$ cat config.mk
export PLATFORM = sky130hd
export DESIGN_NAME = demultiplexador_04_flat
export DESIGN_NICKNAME = d
export VERILOG_FILES = /design/src/rtl/demultiplexador_04_pkg.sv /design/src/rtl/demultiplexador_04_if.sv /design/src/rtl/demultiplexador_04_demux_slot.sv /design/src/rtl/demultiplexador_04.sv /design/src/flat_wrapper.sv
export SDC_FILE = /design/constraint.sdc
export NUM_CORES = 1
export LEC_CHECK = 0
export ABC_AREA = 1
export CAP_MARGIN = 5
export CELL_PAD_IN_SITES_DETAIL_PLACEMENT = 1
export CELL_PAD_IN_SITES_GLOBAL_PLACEMENT = 1
export CORE_ASPECT_RATIO = 0.5
export CORE_UTILIZATION = 38
export CTS_BUF_LIST = sky130_fd_sc_hd__clkbuf_2
export DETAILED_ROUTE_END_ITERATION = 7
export GPL_TIMING_DRIVEN = 0
export MAX_ROUTING_LAYER = met4
export PLACE_DENSITY = 0.95
export SETUP_SLACK_MARGIN = 0.1
export SYNTH_ARGS = -nofsm -noshare
export SYNTH_HDL_FRONTEND = slang
export SYNTH_SLANG_ARGS = --single-unit
export TNS_END_PERCENT = 1
$ cat constraint.sdc
create_clock -name clock -period 9.5 [get_ports clock]
set_clock_uncertainty 0.2 [all_clocks]
set_input_delay 1.9 -clock clock [delete_from_list [all_inputs] [get_ports clock]]
set_output_delay 1.9 -clock clock [all_outputs]
set_load 0.1 [all_outputs]
$ cat src/rtl/demultiplexador_04_pkg.sv
// Shared types and constants for the 1-to-4 registered data distributor.
// Holds the default data width, channel select codes and slot state type.
// No logic; imported by the interface, slot and top.
package demultiplexador_04_pkg;

    localparam int DATA_WIDTH = 32;

    localparam logic [1:0] CH1 = 2'b00;
    localparam logic [1:0] CH2 = 2'b01;
    localparam logic [1:0] CH3 = 2'b10;
    localparam logic [1:0] CH4 = 2'b11;

    typedef enum logic {
        EMPTY = 1'b0,
        FULL  = 1'b1
    } slot_state_t;

endpackage

$ cat src/rtl/demultiplexador_04_if.sv
// Bundle of the distributor's producer side and four sink channels.
// master = producer/sinks driving the block, slave = the distributor itself.
// in_ready is combinational from slot state, sink readies and selects.
interface demultiplexador_04_if
    import demultiplexador_04_pkg::*;
#(
    parameter int WIDTH = DATA_WIDTH
);
    logic [1:0]       UC_demux04;
    logic             UC_broadcast;
    logic             in_valid;
    logic             in_ready;
    logic [WIDTH-1:0] data_in;
    logic [WIDTH-1:0] data_out1;
    logic [WIDTH-1:0] data_out2;
    logic [WIDTH-1:0] data_out3;
    logic [WIDTH-1:0] data_out4;
    logic             valid_out1;
    logic             valid_out2;
    logic             valid_out3;
    logic             valid_out4;
    logic             ready_in1;
    logic             ready_in2;
    logic             ready_in3;
    logic             ready_in4;
    logic             busy;

    modport master (
        output UC_demux04, UC_broadcast, in_valid, data_in,
        output ready_in1, ready_in2, ready_in3, ready_in4,
        input  in_ready, busy,
        input  data_out1, data_out2, data_out3, data_out4,
        input  valid_out1, valid_out2, valid_out3, valid_out4
    );

    modport slave (
        input  UC_demux04, UC_broadcast, in_valid, data_in,
        input  ready_in1, ready_in2, ready_in3, ready_in4,
        output in_ready, busy,
        output data_out1, data_out2, data_out3, data_out4,
        output valid_out1, valid_out2, valid_out3, valid_out4
    );
endinterface

$ cat src/rtl/demultiplexador_04_demux_slot.sv
// One-word holding slot for a single sink channel (EMPTY/FULL).
// Latency: written word visible one edge after the write.
// Backpressure: can_take while empty or while the sink drains this cycle.
module demux_slot
    import demultiplexador_04_pkg::*;
#(
    parameter int WIDTH = DATA_WIDTH
) (
    input  logic             clock,
    input  logic             reset,
    input  logic             i_wr,
    input  logic [WIDTH-1:0] i_data,
    input  logic             i_ready,
    output logic [WIDTH-1:0] o_data,
    output logic             o_valid,
    output logic             o_can_take
);

    slot_state_t      r_state;
    logic [WIDTH-1:0] r_data;

    // Slot state: a write always wins (fill or drain-and-refill), otherwise drain on sink ready.
    always_ff @(posedge clock or posedge reset) begin
        if (reset) begin
            r_state <= EMPTY;
            r_data  <= '0;
        end else begin
            if (i_wr) begin
                r_state <= FULL;
                r_data  <= i_data;
            end else if (i_ready) begin
                r_state <= EMPTY;
            end
        end
    end

    assign o_data     = r_data;
    assign o_valid    = (r_state == FULL);
    assign o_can_take = !o_valid || i_ready;

endmodule

$ cat src/rtl/demultiplexador_04.sv
// Registered 1-to-4 distributor with unicast or all-channel broadcast.
// Latency: one edge from accept to data_outN/valid_outN.
// Backpressure: in_ready reflects only the targeted slot(s); broadcast needs all four.
module demultiplexador_04
    import demultiplexador_04_pkg::*;
#(
    parameter int WIDTH = DATA_WIDTH
) (
    input  logic                 clock,
    input  logic                 reset,
    demultiplexador_04_if.slave  bus
);

    logic [3:0]       w_sel_hot;
    logic [3:0]       w_can_take;
    logic [3:0]       w_valid;
    logic [3:0]       w_ready_in;
    logic [3:0]       w_wr;
    logic             w_in_ready;
    logic             w_accept;
    logic [WIDTH-1:0] w_data [4];

    assign w_ready_in = {bus.ready_in4, bus.ready_in3, bus.ready_in2, bus.ready_in1};

    // Decode the unicast destination into a one-hot channel mask.
    always_comb begin
        w_sel_hot = 4'b0000;
        case (bus.UC_demux04)
            CH1:     w_sel_hot[0] = 1'b1;
            CH2:     w_sel_hot[1] = 1'b1;
            CH3:     w_sel_hot[2] = 1'b1;
            CH4:     w_sel_hot[3] = 1'b1;
            default: w_sel_hot = 4'b0000;
        endcase
    end

    // Broadcast is all-or-nothing, so it needs every slot able to take the word.
    always_comb begin
        if (bus.UC_broadcast) begin
            w_in_ready = &w_can_take;
        end else begin
            w_in_ready = |(w_can_take & w_sel_hot);
        end
    end

    assign w_accept = bus.in_valid && w_in_ready;
    assign w_wr     = {4{w_accept}} & (bus.UC_broadcast ? 4'b1111 : w_sel_hot);

    for (genvar n = 0; n < 4; n++) begin : g_slot
        demux_slot #(.WIDTH(WIDTH)) u_slot (
            .clock      (clock),
            .reset      (reset),
            .i_wr       (w_wr[n]),
            .i_data     (bus.data_in),
            .i_ready    (w_ready_in[n]),
            .o_data     (w_data[n]),
            .o_valid    (w_valid[n]),
            .o_can_take (w_can_take[n])
        );
    end

    assign bus.in_ready   = w_in_ready;
    assign bus.busy       = |w_valid;
    assign bus.data_out1  = w_data[0];
    assign bus.data_out2  = w_data[1];
    assign bus.data_out3  = w_data[2];
    assign bus.data_out4  = w_data[3];
    assign bus.valid_out1 = w_valid[0];
    assign bus.valid_out2 = w_valid[1];
    assign bus.valid_out3 = w_valid[2];
    assign bus.valid_out4 = w_valid[3];

endmodule
$ cat src/flat_wrapper.sv
// flat-port wrapper written by rule: the top's interface ports become plain ports
module demultiplexador_04_flat import demultiplexador_04_pkg::*;
#(
    parameter int WIDTH = DATA_WIDTH
)
  (clock, reset, bus_UC_demux04, bus_UC_broadcast, bus_in_valid, bus_data_in, bus_ready_in1, bus_ready_in2, bus_ready_in3, bus_ready_in4, bus_in_ready, bus_busy, bus_data_out1, bus_data_out2, bus_data_out3, bus_data_out4, bus_valid_out1, bus_valid_out2, bus_valid_out3, bus_valid_out4);
  demultiplexador_04_if #(.WIDTH(WIDTH)) bus_i ();
  input  logic clock;
  input  logic reset;
  input wire logic [$bits(bus_i.UC_demux04)-1:0] bus_UC_demux04;
  input wire logic [$bits(bus_i.UC_broadcast)-1:0] bus_UC_broadcast;
  input wire logic [$bits(bus_i.in_valid)-1:0] bus_in_valid;
  input wire logic [$bits(bus_i.data_in)-1:0] bus_data_in;
  input wire logic [$bits(bus_i.ready_in1)-1:0] bus_ready_in1;
  input wire logic [$bits(bus_i.ready_in2)-1:0] bus_ready_in2;
  input wire logic [$bits(bus_i.ready_in3)-1:0] bus_ready_in3;
  input wire logic [$bits(bus_i.ready_in4)-1:0] bus_ready_in4;
  output wire logic [$bits(bus_i.in_ready)-1:0] bus_in_ready;
  output wire logic [$bits(bus_i.busy)-1:0] bus_busy;
  output wire logic [$bits(bus_i.data_out1)-1:0] bus_data_out1;
  output wire logic [$bits(bus_i.data_out2)-1:0] bus_data_out2;
  output wire logic [$bits(bus_i.data_out3)-1:0] bus_data_out3;
  output wire logic [$bits(bus_i.data_out4)-1:0] bus_data_out4;
  output wire logic [$bits(bus_i.valid_out1)-1:0] bus_valid_out1;
  output wire logic [$bits(bus_i.valid_out2)-1:0] bus_valid_out2;
  output wire logic [$bits(bus_i.valid_out3)-1:0] bus_valid_out3;
  output wire logic [$bits(bus_i.valid_out4)-1:0] bus_valid_out4;
  assign bus_i.UC_demux04 = bus_UC_demux04;
  assign bus_i.UC_broadcast = bus_UC_broadcast;
  assign bus_i.in_valid = bus_in_valid;
  assign bus_i.data_in = bus_data_in;
  assign bus_i.ready_in1 = bus_ready_in1;
  assign bus_i.ready_in2 = bus_ready_in2;
  assign bus_i.ready_in3 = bus_ready_in3;
  assign bus_i.ready_in4 = bus_ready_in4;
  assign bus_in_ready = bus_i.in_ready;
  assign bus_busy = bus_i.busy;
  assign bus_data_out1 = bus_i.data_out1;
  assign bus_data_out2 = bus_i.data_out2;
  assign bus_data_out3 = bus_i.data_out3;
  assign bus_data_out4 = bus_i.data_out4;
  assign bus_valid_out1 = bus_i.valid_out1;
  assign bus_valid_out2 = bus_i.valid_out2;
  assign bus_valid_out3 = bus_i.valid_out3;
  assign bus_valid_out4 = bus_i.valid_out4;
  demultiplexador_04 #(.WIDTH(WIDTH)) u_core (.clock(clock), .reset(reset), .bus(bus_i));
endmodule
Word-level counts from Yosys, hierarchy flattened:

Index checks and enable logic that the tools add are counted.

* input port bits: 42
* register bits: 132
* output and inout bits: 134
* word-level logic and storage cells: 44

* bitwise gates (word level): 2
* reduce and logical (&&, ||, !) cells: 17
* mux-type cells: 14
* eq/ne operators: 3

Operators by type and width (count)
* $mux W1: 13
* $and A4 B4 Y4: 2
* $reduce_bool A2 Y1: 4
* $reduce_or A4 Y1: 2
* $eq A2 B2 Y1 const B: 2
* $logic_not A1 Y1: 4
* $logic_or A1 B1 Y1: 4
* $mux W4: 1
* $reduce_and A4 Y1: 1
* $eq A2 B1 Y1 const B: 1
* $logic_not A2 Y1: 1
* $logic_and A1 B1 Y1: 1

Longest topological paths before layout:

* depth in word-level cells: 8
* depth in mapped cells: 10
* gate-level depth less buffers: 9

Cells and area by module:

A second synthesis with hierarchy kept.

* cells, all modules: 590
* area, all modules: 5462.7 um2

By module, submodules not included
* demux_slot: area an instance 1330.0 um2, instances 4, cells an instance 141, sequential area each 825.8 um2
* demultiplexador_04: area an instance 142.6 um2, instances 1, cells an instance 26, sequential area each 0.0 um2

Worst setup path after synthesis:

Ideal clock, no wire load.

* path kind: input port to output port
* from: input bus_ready_in4
* to: output bus_in_ready
* slack: 4532 ps
* arrival: 2868 ps
* cell stages on the path: 7
* buffers on the path: 1
* cells stage by stage: inv_1 > nand2_1 > nand2_1 > o21ai_1 > nand2_1 > nand2_4 > buf_2

* cells in the longest elaborated chain, start to end: 4
* elaborated cells on any way between the ends: 5
* classes of those cells: mux (1); bitwise (1); reduce/logical (3)

Ends and longest elaborated chain
* start, declared: line flat_wrapper.sv:17 `input wire logic [$bits(bus_i.ready_in4)-1:0] bus_ready_in4;`
* $logic_or A1 B1 Y1 (*): line demultiplexador_04_demux_slot.sv:39 `assign o_can_take = !o_valid || i_ready;`
* $and A4 B4 Y4: line demultiplexador_04.sv:42 `w_in_ready = |(w_can_take & w_sel_hot);`
* $reduce_or A4 Y1: line demultiplexador_04.sv:42
* $mux W1 (*): line demultiplexador_04.sv:39 `if (bus.UC_broadcast) begin`
* end, declared: line flat_wrapper.sv:18 `output wire logic [$bits(bus_i.in_ready)-1:0] bus_in_ready;`

Mark *: on every way between the ends. The rest lies on a longest branch, timed or not.

Worst setup path in the final report:

* from: input bus_UC_demux04[0]
* to: output bus_in_ready

* cells in the longest elaborated chain, start to end: 5
* elaborated cells on any way between the ends: 11
* classes of those cells: eq/ne (3); mux (5); bitwise (1); reduce/logical (2)

Ends and longest elaborated chain
* start, declared: line flat_wrapper.sv:10 `input wire logic [$bits(bus_i.UC_demux04)-1:0] bus_UC_demux04;`
* $eq A2 B1 Y1 (tied with other cells): line demultiplexador_04.sv:28 `case (bus.UC_demux04)`
* $mux W1: line demultiplexador_04.sv:28
* $and A4 B4 Y4 (*): line demultiplexador_04.sv:42
* $reduce_or A4 Y1 (*): line demultiplexador_04.sv:42
* $mux W1 (*): line demultiplexador_04.sv:39

Marks and branches as above.

==> flow_results.xml <==
<?xml version="1.0" encoding="UTF-8"?>
<metrics>
  <group name="grt">
    <metric name="first_global_vias" unit="">6358</metric>
    <metric name="grt_usage" unit="%">33.5</metric>
    <metric name="gr-total-overflow" unit="">0</metric>
    <metric name="grt_antenna_before_repair" unit="">1</metric>
    <metric name="grt_first_pass_wirelength" unit="um">36700</metric>
    <metric name="largest_net_degree_at_the_start_of_global_routing" unit="">101</metric>
  </group>
  <group name="worst_setup_path">
    <metric name="cp_slowest_cell" unit="">sky130_fd_sc_hd__clkdlybuf4s50_1</metric>
    <metric name="crit-reg2reg-launch" unit="">u_core.g_slot[2].u_slot.o_valid</metric>
    <metric name="crit_path_required_time" unit="ns">7.40</metric>
    <metric name="reg2reg_depth" unit="">9</metric>
    <metric name="reg2reg_setup_slack" unit="ns">7.49</metric>
    <metric name="path_max_fanout" unit="">10</metric>
    <metric name="critPathLaunchType" unit="">input pin</metric>
    <metric name="worst_path_most_repeated_cell" unit="">sky130_fd_sc_hd__nand2_1</metric>
    <metric name="critical-path-max-stage-delay" unit="ns">1.17</metric>
    <metric name="crit_path_end_kind" unit="">primary output</metric>
    <metric name="timing.critical_path.cells" unit="">clkdlybuf4s50_1 -&gt; nand2_1 -&gt; clkinv_1 -&gt; nand2_1 -&gt; nand3_1 -&gt; nand2_1 -&gt; nand2_4 -&gt; buf_2 -&gt; clkdlybuf4s50_1</metric>
    <metric name="timing_worst_setup_path_type" unit="">input pin to primary output</metric>
    <metric name="timing.rr.end" unit="">u_core.g_slot[2].u_slot.o_data[16]</metric>
    <metric name="cp.arrival" unit="ns">4.50</metric>
  </group>
  <group name="sta">
    <metric name="worst_slew_pin_slew" unit="ns">1.05</metric>
    <metric name="setup_viol" unit="">0</metric>
    <metric name="final_min_period_over_clock_period" unit="%">69.5</metric>
    <metric name="slew_headroom" unit="%">29.8</metric>
    <metric name="grt_setup_unrepaired" unit="">false</metric>
    <metric name="finalSetupTns" unit="ns">0</metric>
    <metric name="highest_achievable_clock_rate" unit="MHz">152</metric>
    <metric name="hold_slack" unit="ns">0.298</metric>
    <metric name="hold_viol_final" unit="">0</metric>
    <metric name="maxSlewViolCount" unit="">0</metric>
    <metric name="final_critical_path_setup_slack" unit="ns">2.90</metric>
    <metric name="min_period" unit="ns">6.60</metric>
  </group>
  <group name="clock_network">
    <metric name="cts_tree" unit="">yes</metric>
    <metric name="post-cts-setup-buffers" unit="">0</metric>
    <metric name="clock_latency" unit="ns">0.69</metric>
    <metric name="ctsHoldBuffers" unit="">0</metric>
    <metric name="clkSlewWorstSetupHoldPaths" unit="ns">0.19</metric>
    <metric name="post_cts_resize_count" unit="">0</metric>
    <metric name="htreeDepth" unit="">4</metric>
    <metric name="clockRootBuffer" unit="">sky130_fd_sc_hd__clkbuf_2</metric>
    <metric name="ctsLongestPathBuffers" unit="">2</metric>
    <metric name="cts_buffers" unit="">17</metric>
    <metric name="cts.sink_count" unit="">132</metric>
  </group>
  <group name="logic_synthesis">
    <metric name="syn-num-nets" unit="">649</metric>
    <metric name="mappedNetlistArea" unit="um2">5570</metric>
    <metric name="postSynthAreaPerCell" unit="um2">9.17</metric>
    <metric name="synth_xor_xnor_area_share" unit="%">0</metric>
    <metric name="yosys.cell_types.count" unit="">17</metric>
    <metric name="ys_ff_latch" unit="">132</metric>
    <metric name="synth_compound_gate_area_share" unit="%">0.360</metric>
    <metric name="syn_inst" unit="">607</metric>
    <metric name="yosys_warnings" unit="">0</metric>
    <metric name="synth-seq-area-share" unit="%">59.3</metric>
    <metric name="combinational_family_with_the_most_area_after_synthesis" unit="">simple AND/OR/NAND/NOR gates</metric>
    <metric name="adder_cell_fraction_of_synth_area" unit="%">0</metric>
    <metric name="post_synth_and_or_nand_nor_area_fraction" unit="%">34.1</metric>
    <metric name="post_synth_mux_area_share" unit="%">0</metric>
  </group>
  <group name="floorplanning">
    <metric name="design.die.area" unit="um2">15200</metric>
    <metric name="fp-row-count" unit="">30</metric>
    <metric name="ios" unit="">176</metric>
    <metric name="die_w" unit="um">173</metric>
    <metric name="design.core.area" unit="um2">13900</metric>
    <metric name="initial_core_util" unit="%">40.0</metric>
    <metric name="die_h" unit="um">87.6</metric>
  </group>
  <group name="detailed_routing">
    <metric name="dr.max_layer_used" unit="">met4</metric>
    <metric name="via_count" unit="">5792</metric>
    <metric name="avg_wl_per_cell" unit="um">23.4</metric>
    <metric name="detail_route.first_pass.iterations" unit="">5</metric>
    <metric name="detailroute.wirelength.met3" unit="um">1460</metric>
    <metric name="drt-met1-wl" unit="um">9540</metric>
    <metric name="vias_per_cell" unit="">5.76</metric>
    <metric name="route.detailed.drc" unit="">0</metric>
    <metric name="drtIter0Drc" unit="">442</metric>
    <metric name="number_of_nets_with_antenna_violations_after_detailed_routing" unit="">0</metric>
    <metric name="finalWirelength" unit="um">23600</metric>
    <metric name="dr_wl_met2" unit="um">11600</metric>
  </group>
  <group name="placed_design">
    <metric name="placement.setup.worst_slack" unit="ns">2.97</metric>
    <metric name="place_congestion" unit="">0.851</metric>
    <metric name="portBuffers" unit="">174</metric>
    <metric name="detailed_place_hpwl" unit="um">16300</metric>
  </group>
  <group name="power_and_ir_drop">
    <metric name="worst_ir_drop_vdd" unit="V">0.000147</metric>
    <metric name="power.clock.fraction" unit="%">14.3</metric>
    <metric name="powerDensity" unit="nW/um2">381</metric>
    <metric name="share_of_total_power_consumed_by_net_switching" unit="%">58.3</metric>
    <metric name="p_int" unit="W">0.00125</metric>
    <metric name="power.leakage" unit="nW">3.83</metric>
    <metric name="power_frac_comb" unit="%">58.7</metric>
    <metric name="post_route_total_power" unit="W">0.00300</metric>
    <metric name="power.sequential.fraction" unit="%">27.0</metric>
    <metric name="net-switching-power" unit="W">0.00175</metric>
  </group>
  <group name="job">
    <metric name="maxCapViolCount" unit="">0</metric>
  </group>
  <group name="outcome">
    <metric name="status" unit="">completed</metric>
  </group>
  <group name="final_layout">
    <metric name="drive_above_1_share" unit="%">8.36</metric>
    <metric name="final_core_utilization" unit="%">56.6</metric>
    <metric name="filler_cell_count" unit="">1584</metric>
    <metric name="design.final.nets" unit="">843</metric>
    <metric name="area.growth.synth_to_final" unit="%">41.6</metric>
  </group>
  <group name="hold_path">
    <metric name="worstHoldEndpoint" unit="">u_core.g_slot[1].u_slot.o_data[23]</metric>
    <metric name="hold_path.class" unit="">flip-flop to flip-flop</metric>
    <metric name="worstHoldStart" unit="">u_core.g_slot[1].u_slot.o_data[23]</metric>
    <metric name="min_delay_path_depth" unit="">2</metric>
  </group>
</metrics>
## registers in the layout, summed over array words and instances (netlist names)
register,count
u_core.g_slot.u_slot.o_data,128
u_core.g_slot.u_slot.o_valid,4
## Yosys cell counts
library cell               count  share of area, %
sky130_fd_sc_hd__buf_6        12               2.4
sky130_fd_sc_hd__inv_2         1             0.067
sky130_fd_sc_hd__inv_1         7              0.47
sky130_fd_sc_hd__nand3_1       4              0.36
sky130_fd_sc_hd__nand3_2       4              0.72
sky130_fd_sc_hd__buf_1         3              0.20
sky130_fd_sc_hd__nand4_1     128                14
sky130_fd_sc_hd__buf_2        15               1.3
sky130_fd_sc_hd__nand2_1     271                18
sky130_fd_sc_hd__clkbuf_2      1             0.090
sky130_fd_sc_hd__clkinv_1      1             0.067
sky130_fd_sc_hd__nand2_4       1              0.20
sky130_fd_sc_hd__dfrtp_1     132                59
sky130_fd_sc_hd__buf_4         1              0.13
sky130_fd_sc_hd__clkbuf_1     21               1.4
sky130_fd_sc_hd__or4_1         1              0.13
sky130_fd_sc_hd__o21ai_1       4              0.36
## cell type report
type	count	area, um2	share of cell area, %
Antenna cell	1	2.50	0.0317
Buffer	53	313	3.97
Clock buffer	18	90.1	1.14
Clock inverter	13	209	2.65
Inverter	9	38.8	0.492
Multi-Input combinational cell	413	1920	24.3
Sequential cell	132	3300	41.9
Tap cell	192	240	3.05
Timing Repair Buffer	175	1770	22.4
## power by group through the flow
stage	logic (W)	clock network, W	registers, W
6_report	0.00176	0.000429	0.000812
5_1_grt	0.00181	0.000447	0.000825
4_1_cts	0.00176	0.000427	0.000809
3_5_place_dp	0.00175	0	0.000814
3_3_place_gp	0.00171	0	0.000805
2_1_floorplan	0.000214	0	0.00188
## placed cells by master, fill, tap and decap left out
cell / n
sky130_fd_sc_hd__buf_1: 3
sky130_fd_sc_hd__or4_1: 1
sky130_fd_sc_hd__nand3_2: 4
sky130_fd_sc_hd__diode_2: 1
sky130_fd_sc_hd__bufinv_16: 5
sky130_fd_sc_hd__clkbuf_1: 21
sky130_fd_sc_hd__buf_16: 1
sky130_fd_sc_hd__dfrtp_1: 132
sky130_fd_sc_hd__clkinv_2: 2
sky130_fd_sc_hd__buf_4: 1
sky130_fd_sc_hd__clkdlybuf4s50_1: 174
sky130_fd_sc_hd__inv_1: 6
sky130_fd_sc_hd__nand2_1: 271
sky130_fd_sc_hd__inv_2: 1
sky130_fd_sc_hd__clkinvlp_4: 3
sky130_fd_sc_hd__buf_2: 15
sky130_fd_sc_hd__buf_6: 12
sky130_fd_sc_hd__clkbuf_2: 19
sky130_fd_sc_hd__nand4_1: 128
sky130_fd_sc_hd__inv_6: 1
sky130_fd_sc_hd__clkinv_4: 3
sky130_fd_sc_hd__clkinv_1: 1
sky130_fd_sc_hd__o21ai_1: 4
sky130_fd_sc_hd__nand3_1: 4
sky130_fd_sc_hd__nand2_4: 1
## per-layer routing
layer	up-vias	track usage [%]
met5	-	-
met4	0	18.0
met3	90	6.68
met2	297	56.2
met1	2948	38.7
li1	2457	-
## logic make-up after synthesis
kind of cell / after synthesis
AND/OR/NAND/NOR: 409
buffers and inverters: 62
flip-flops: 132
AO/OA/AOI/OAI: 4
## per-stage QoR
stage                     cells  area [um2]
after floorplan             607        5570
after global placement      973        7550
after detailed placement    974        7580
after CTS                  1005        7880
after global routing       1006        7880
final                      1006        7880
## critical path, delay by kind of cell
kind | cells | cell delay [ns]
AND/OR/NAND/NOR | 5 | 0.52
buffers and inverters | 4 | 2.07
## worst max path at each step
| stage | startpoint | to | slack [ns] | cells past startpoint |
|---|---|---|---|---|
| global route | bus_UC_demux04[0] | bus_in_ready | 2.80 | 9 |
| CTS | bus_UC_demux04[0] | bus_in_ready | 2.92 | 9 |
| global placement | reset | u_core.g_slot[1].u_slot.o_data[7] | 2.02 | 2 |
| floorplan | reset | u_core.g_slot[0].u_slot.o_data[0] | 3.87 | 1 |
| finish | bus_UC_demux04[0] | bus_in_ready | 2.90 | 9 |
| detailed placement | bus_ready_in4 | bus_in_ready | 2.97 | 9 |
(Power assumes the default switching activity.)
